### config.mk
export PLATFORM = sky130hd
export DESIGN_NAME = rom_access_arbiter
export DESIGN_NICKNAME = d
export VERILOG_FILES = /design/src/rtl/rom_access_arbiter.sv
export SDC_FILE = /design/constraint.sdc
export NUM_CORES = 1
export LEC_CHECK = 0
export BUFFER_PORTS_ARGS = -buffer_cell sky130_fd_sc_hd__buf_2
export CORE_ASPECT_RATIO = 0.7
export CORE_UTILIZATION = 40
export DETAILED_ROUTE_END_ITERATION = 8
export PLACE_DENSITY = 0.77
export SETUP_SLACK_MARGIN = 0.4
export SLEW_MARGIN = 20
export SYNTH_ARGS = -nofsm -noshare
export SYNTH_HDL_FRONTEND = slang
export SYNTH_SLANG_ARGS = --single-unit
### constraint.sdc
create_clock -name clk -period 1.8 [get_ports clk]
set_clock_uncertainty 0.2 [all_clocks]
set_input_delay 0.36 -clock clk [delete_from_list [all_inputs] [get_ports clk]]
set_output_delay 0.36 -clock clk [all_outputs]
set_load 0.03 [all_outputs]
### src/rtl/rom_access_arbiter.sv
// Round-robin arbiter sharing one combinational instruction ROM between the fetch
// port (F) and the data/debug port (D), one outstanding access at a time.
module rom_access_arbiter #(
    parameter int          ROM_DEPTH = 64,
    parameter logic [31:0] ERR_DATA  = 32'h00000013
) (
    input  logic        clk,
    input  logic        rst,
    // Fetch port
    input  logic        f_req_valid,
    output logic        f_req_ready,
    input  logic [31:0] f_req_addr,
    input  logic        f_flush,
    output logic        f_rsp_valid,
    input  logic        f_rsp_ready,
    output logic [31:0] f_rsp_data,
    output logic        f_rsp_err,
    // Data/debug port
    input  logic        d_req_valid,
    output logic        d_req_ready,
    input  logic [31:0] d_req_addr,
    output logic        d_rsp_valid,
    input  logic        d_rsp_ready,
    output logic [31:0] d_rsp_data,
    output logic        d_rsp_err,
    // ROM side
    output logic [31:0] rom_address,
    input  logic [31:0] rom_instruction,
    output logic        busy
);

    typedef enum logic [1:0] {
        S_IDLE,
        S_READ,
        S_RESP
    } state_t;

    localparam logic [29:0] DEPTH_WORDS = 30'(ROM_DEPTH);

    state_t      r_state;
    state_t      w_nextState;
    logic        r_owner;
    logic        r_lastGrant;
    logic [29:0] r_addr;
    logic [31:0] r_data;
    logic        r_err;

    logic        w_eligF;
    logic        w_eligD;
    logic        w_grant;
    logic        w_winner;
    logic [31:0] w_reqAddr;
    logic        w_reqErr;
    logic        w_flushOwned;
    logic        w_rspF;
    logic        w_rspD;
    logic        w_ownerRspReady;

    // A flush hides the fetch request, so a concurrent D request wins outright.
    assign w_eligF = f_req_valid & ~f_flush;
    assign w_eligD = d_req_valid;
    assign w_grant = (r_state == S_IDLE) & (w_eligF | w_eligD);

    always_comb begin
        w_winner = 1'b0;
        if (w_eligF && w_eligD) begin
            w_winner = ~r_lastGrant;
        end else if (w_eligD) begin
            w_winner = 1'b1;
        end
    end

    assign w_reqAddr = w_winner ? d_req_addr : f_req_addr;
    assign w_reqErr  = (w_reqAddr[1:0] != 2'b00) | (w_reqAddr[31:2] >= DEPTH_WORDS);

    assign w_flushOwned    = f_flush & ~r_owner;
    assign w_ownerRspReady = r_owner ? d_rsp_ready : f_rsp_ready;

    always_comb begin
        w_nextState = r_state;
        case (r_state)
            S_IDLE: begin
                if (w_grant) begin
                    w_nextState = S_READ;
                end
            end
            S_READ: begin
                w_nextState = w_flushOwned ? S_IDLE : S_RESP;
            end
            S_RESP: begin
                // A flush cancels even when the consumer is ready in the same cycle.
                if (w_flushOwned || w_ownerRspReady) begin
                    w_nextState = S_IDLE;
                end
            end
            default: begin
                w_nextState = S_IDLE;
            end
        endcase
    end

    always_ff @(posedge clk) begin
        if (rst) begin
            r_state     <= S_IDLE;
            r_owner     <= 1'b0;
            r_lastGrant <= 1'b1;
            r_addr      <= '0;
            r_data      <= '0;
            r_err       <= 1'b0;
        end else begin
            r_state <= w_nextState;
            if (w_grant) begin
                r_owner     <= w_winner;
                r_lastGrant <= w_winner;
                r_addr      <= w_reqAddr[31:2];
                r_err       <= w_reqErr;
            end
            if (r_state == S_READ) begin
                r_data <= r_err ? ERR_DATA : rom_instruction;
            end
        end
    end

    assign f_req_ready = w_grant & ~w_winner;
    assign d_req_ready = w_grant & w_winner;

    assign w_rspF = (r_state == S_RESP) & ~r_owner & ~f_flush;
    assign w_rspD = (r_state == S_RESP) & r_owner;

    assign f_rsp_valid = w_rspF;
    assign f_rsp_data  = w_rspF ? r_data : 32'h0;
    assign f_rsp_err   = w_rspF & r_err;
    assign d_rsp_valid = w_rspD;
    assign d_rsp_data  = w_rspD ? r_data : 32'h0;
    assign d_rsp_err   = w_rspD & r_err;

    assign rom_address = (r_state == S_READ) ? {2'b00, r_addr} : 32'h0;
    assign busy        = (r_state != S_IDLE);

endmodule

==> out/results.tsv <==
stage	metric	value	unit
run_status	outcome	finished with violations	
run_status	failing checks	negative setup slack	
detailed_routing	total number of vias	4357	
die	Top Ports	206	
clock_network	maximum root-to-sink buffer count	2	
synth	cell taking the most area after synthesis	dfxtp_1	
place	Final GP Congestion	1.01	
die	die width	115	um
clock_network	H-tree lvl count	3	
worst_setup_path	Setup crit start kind	flip-flop	
clock_network	clock root cell	clkbuf_16	
sta	RSZ-0062 raised after global routing	true	
final_layout	layout cells sized above 1	66.0	%
place	Inst Count DP	739	
final_layout	Synth-to-Final Area Change	96.3	%
synth	multiplexer share of the synthesized area	8.39	%
clock_network	clock latency on the worst-skew pair	0.32	ns
sta	max-slew violations	0	
power	Power Density	677	mW/mm2
grt	first-pass GRT wire length	20100	um
synth	Most used DFF post-synth	dfxtp_1	
synth	Post-Synthesis Cells	436	
grt	grt ovf	0	
worst_setup_path	r2r worst-path depth	11	
final_layout	Post-Layout Cell Count	793	
synth	YS warnings	0	
sta	final setup violation count	129	
sta	Final period util	118	%
worst_setup_path	CP max stage cell	dfxtp_4	
power	Leak	3.14	nW
final_layout	cell area after layout	0.00703	mm2
worst_hold_path	hold path endpoint	r_data[14]	
synth	Distinct cells, synth	31	
worst_setup_path	reg-to-reg startpoint	r_state[0]	
power	total power	4.76	mW
final_layout	storage element area	0.00135	mm2
final_layout	area of the multi-input gates	0.00261	mm2
worst_setup_path	CP arrival	1.57	ns
worst_setup_path	CP max stage delay	0.37	ns
final_layout	Filler cells	487	
synth	Yosys reg bits	67	
final_layout	antenna diode count	0	
die	Die ar.	0.00933	mm2
detailed_routing	1st-pass router iterations	5	
worst_setup_path	CP endpoint kind	output pin	
synth	largest family of logic cells by synthesized area	simple AND/OR/NAND/NOR gates	
worst_hold_path	HP Start	rom_instruction[14]	
place	dpl ws	-0.0804	ns
detailed_routing	DR DRC count	0	
synth	synthesized cell area	0.00358	mm2
sta	min Tclk post-route	2.13	ns
die	core box area	0.00855	mm2
synth	post-synthesis sequential area ratio	37.5	%
synth	simple logic cell fraction of the synthesized area	36.0	%
worst_setup_path	CP Buf/Inv Count	2	
die	row count	28	
synth	top cells by area, synth	dfxtp_1 (37%), and2_1 (17%), mux2i_1 (8.4%)	
synth	Post-Synth Adder-Cell Area	0	%
power	Max VDD drop	520	uV
grt	antenna violations before repair	0	
place	dpl hpwl	8140	um
worst_setup_path	CP max FO	34	
place	DP Area	0.00504	mm2
job	max-cap viol count	0	
die	Die H	81.1	um
sta	Hold Fails Final Rpt	0	
worst_setup_path	reg-to-reg slack, setup	-0.17	ns
worst_setup_path	crit-path leading delay family	simple AND/OR/NAND/NOR gates	
detailed_routing	Total Wirelength	15400	um
clock_network	clock slew at reported path FFs	0.05	ns
clock_network	Sink Count	67	
detailed_routing	initial DRC count	300	
clock_network	CTS tree	yes	
place	# port buffers	203	
synth	top cell type's share of synthesized area	37.5	%
clock_network	cts hold-fix bufs	0	
synth	average size of a mapped cell	8.21	um2
detailed_routing	vias per inst	5.49	
detailed_routing	Routed Antenna Nets	0	
final_layout	post-layout util	82.2	%
worst_hold_path	Hold Crit Depth	3	
worst_setup_path	critical path required time	1.24	ns
worst_setup_path	RR Endpoint	r_data[22]	
clock_network	CTS Buf Count	9	
worst_setup_path	WS Path Type	reg2out	
die	starting density of the core	41.9	%
sta	Max Clk Rate	470	MHz
synth	synth cell count leaders	and2_1 (96), dfxtp_1 (67), nor2_1 (38), a21oi_1 (33), nand2_1 (31)	
grt	largest net degree at the start of global routing	41	
synth	count leader, synth	and2_1	
grt	vias in the first global route	3915	
grt	total track usage	28.4	%
synth	asr flop ratio synth	0	%
sta	setup ws final	-0.327	ns
synth	EDFF count, synth	0	
synth	Post-Synth XOR/XNOR Area	0	%
worst_setup_path	crit-path cells	nor4b_4 -> buf_12 -> and2_2 -> buf_6	
worst_hold_path	HP Class	in2reg	
synth	Synth Area in Compound Gates	12.2	%
detailed_routing	routed len/inst	19.5	um
final_layout	Final #Nets	774	
[placed cells by master, fill, tap and decap left out, types with 18 or more instances in the layout]
cell type / netlist / routed
a21oi_1: 33 / 26
buf_6: 0 / 114
dfxtp_1: 67 / 64
buf_12: 0 / 18
mux2i_1: 30 / 28
nand2_1: 31 / 31
and2_2: 0 / 29
and2_4: 0 / 67
nand3b_1: 29 / 29
a211oi_2: 0 / 30
nor2_1: 38 / 23
buf_2: 11 / 103
[worst min-delay path, cell delays in order]
cell      delay, ns
buf_2          0.10
nand3b_1       0.07
a21oi_1        0.05
[through the flow]
stage	hold WS, ns	setup TNS [ns]
finish	0.102	-30.09
global route	0.0942	-36.60
global placement	0.249	-1.57
floorplan	0.240	0
detailed placement	0.261	-2.50
CTS	0.0886	-24.93
[sequential cells by signal (all words and copies together), names as in the netlist]
name	cells
r_data	32
r_addr	30
r_state	2
r_err	1
r_lastGrant	1
r_owner	1
[report_power, final]
part | switching (mW) | internal [mW] | leakage [nW]
Sequential | 0.114 | 1.62 | 0.553
Combinational | 0.713 | 0.792 | 2.46
Clock | 0.573 | 0.946 | 0.122
[what timing repair did]
action / CTS / global route
buffers inserted: 14 / 10
endpoints found under the setup margin: 161 / 165
resized for setup: 207 / 103
gates cloned: 9 / 8
pin swaps: 43 / 52
endpoints found under the hold margin: 0 / 0
[layer usage]
| metal | GRT usage [%] | vias up | routed length, um |
|---|---|---|---|
| met5 | 0 | - | 0 |
| met4 | 10.6 | 0 | 429 |
| met3 | 7.31 | 43 | 1170 |
| met2 | 48.0 | 234 | 7500 |
| met1 | 35.1 | 2123 | 6330 |
| li1 | - | 1957 | - |
[kinds of logic (layout without fill, tap and decap cells)]
family	count (synthesis)	in the layout
compound gates	69	69
simple gates	226	226
mux	30	30
buf+inv	43	279
other cells	1	2
flops	67	67
[layout make-up]
| class | instances | share of cell area [%] |
|---|---|---|
| Clock buffer | 13 | 3.56 |
| Inverter | 3 | 0.160 |
| Multi-Input combinational cell | 327 | 37.1 |
| Sequential cell | 67 | 19.3 |
| Tap cell | 120 | 2.14 |
| Timing Repair Buffer | 263 | 37.8 |
[worst max path at each step]
stage	endpoint	start	depth (start not counted)	slack [ns]
floorplan	f_rsp_data[10]	r_owner	3	0.09
global placement	f_rsp_data[5]	f_flush	5	-0.05
detailed placement	f_rsp_data[16]	f_flush	5	-0.08
CTS	f_rsp_data[16]	r_owner	4	-0.31
global route	f_rsp_data[16]	r_owner	4	-0.37
finish	f_rsp_data[12]	r_owner	4	-0.33
Power figures use the tool's default switching activity.
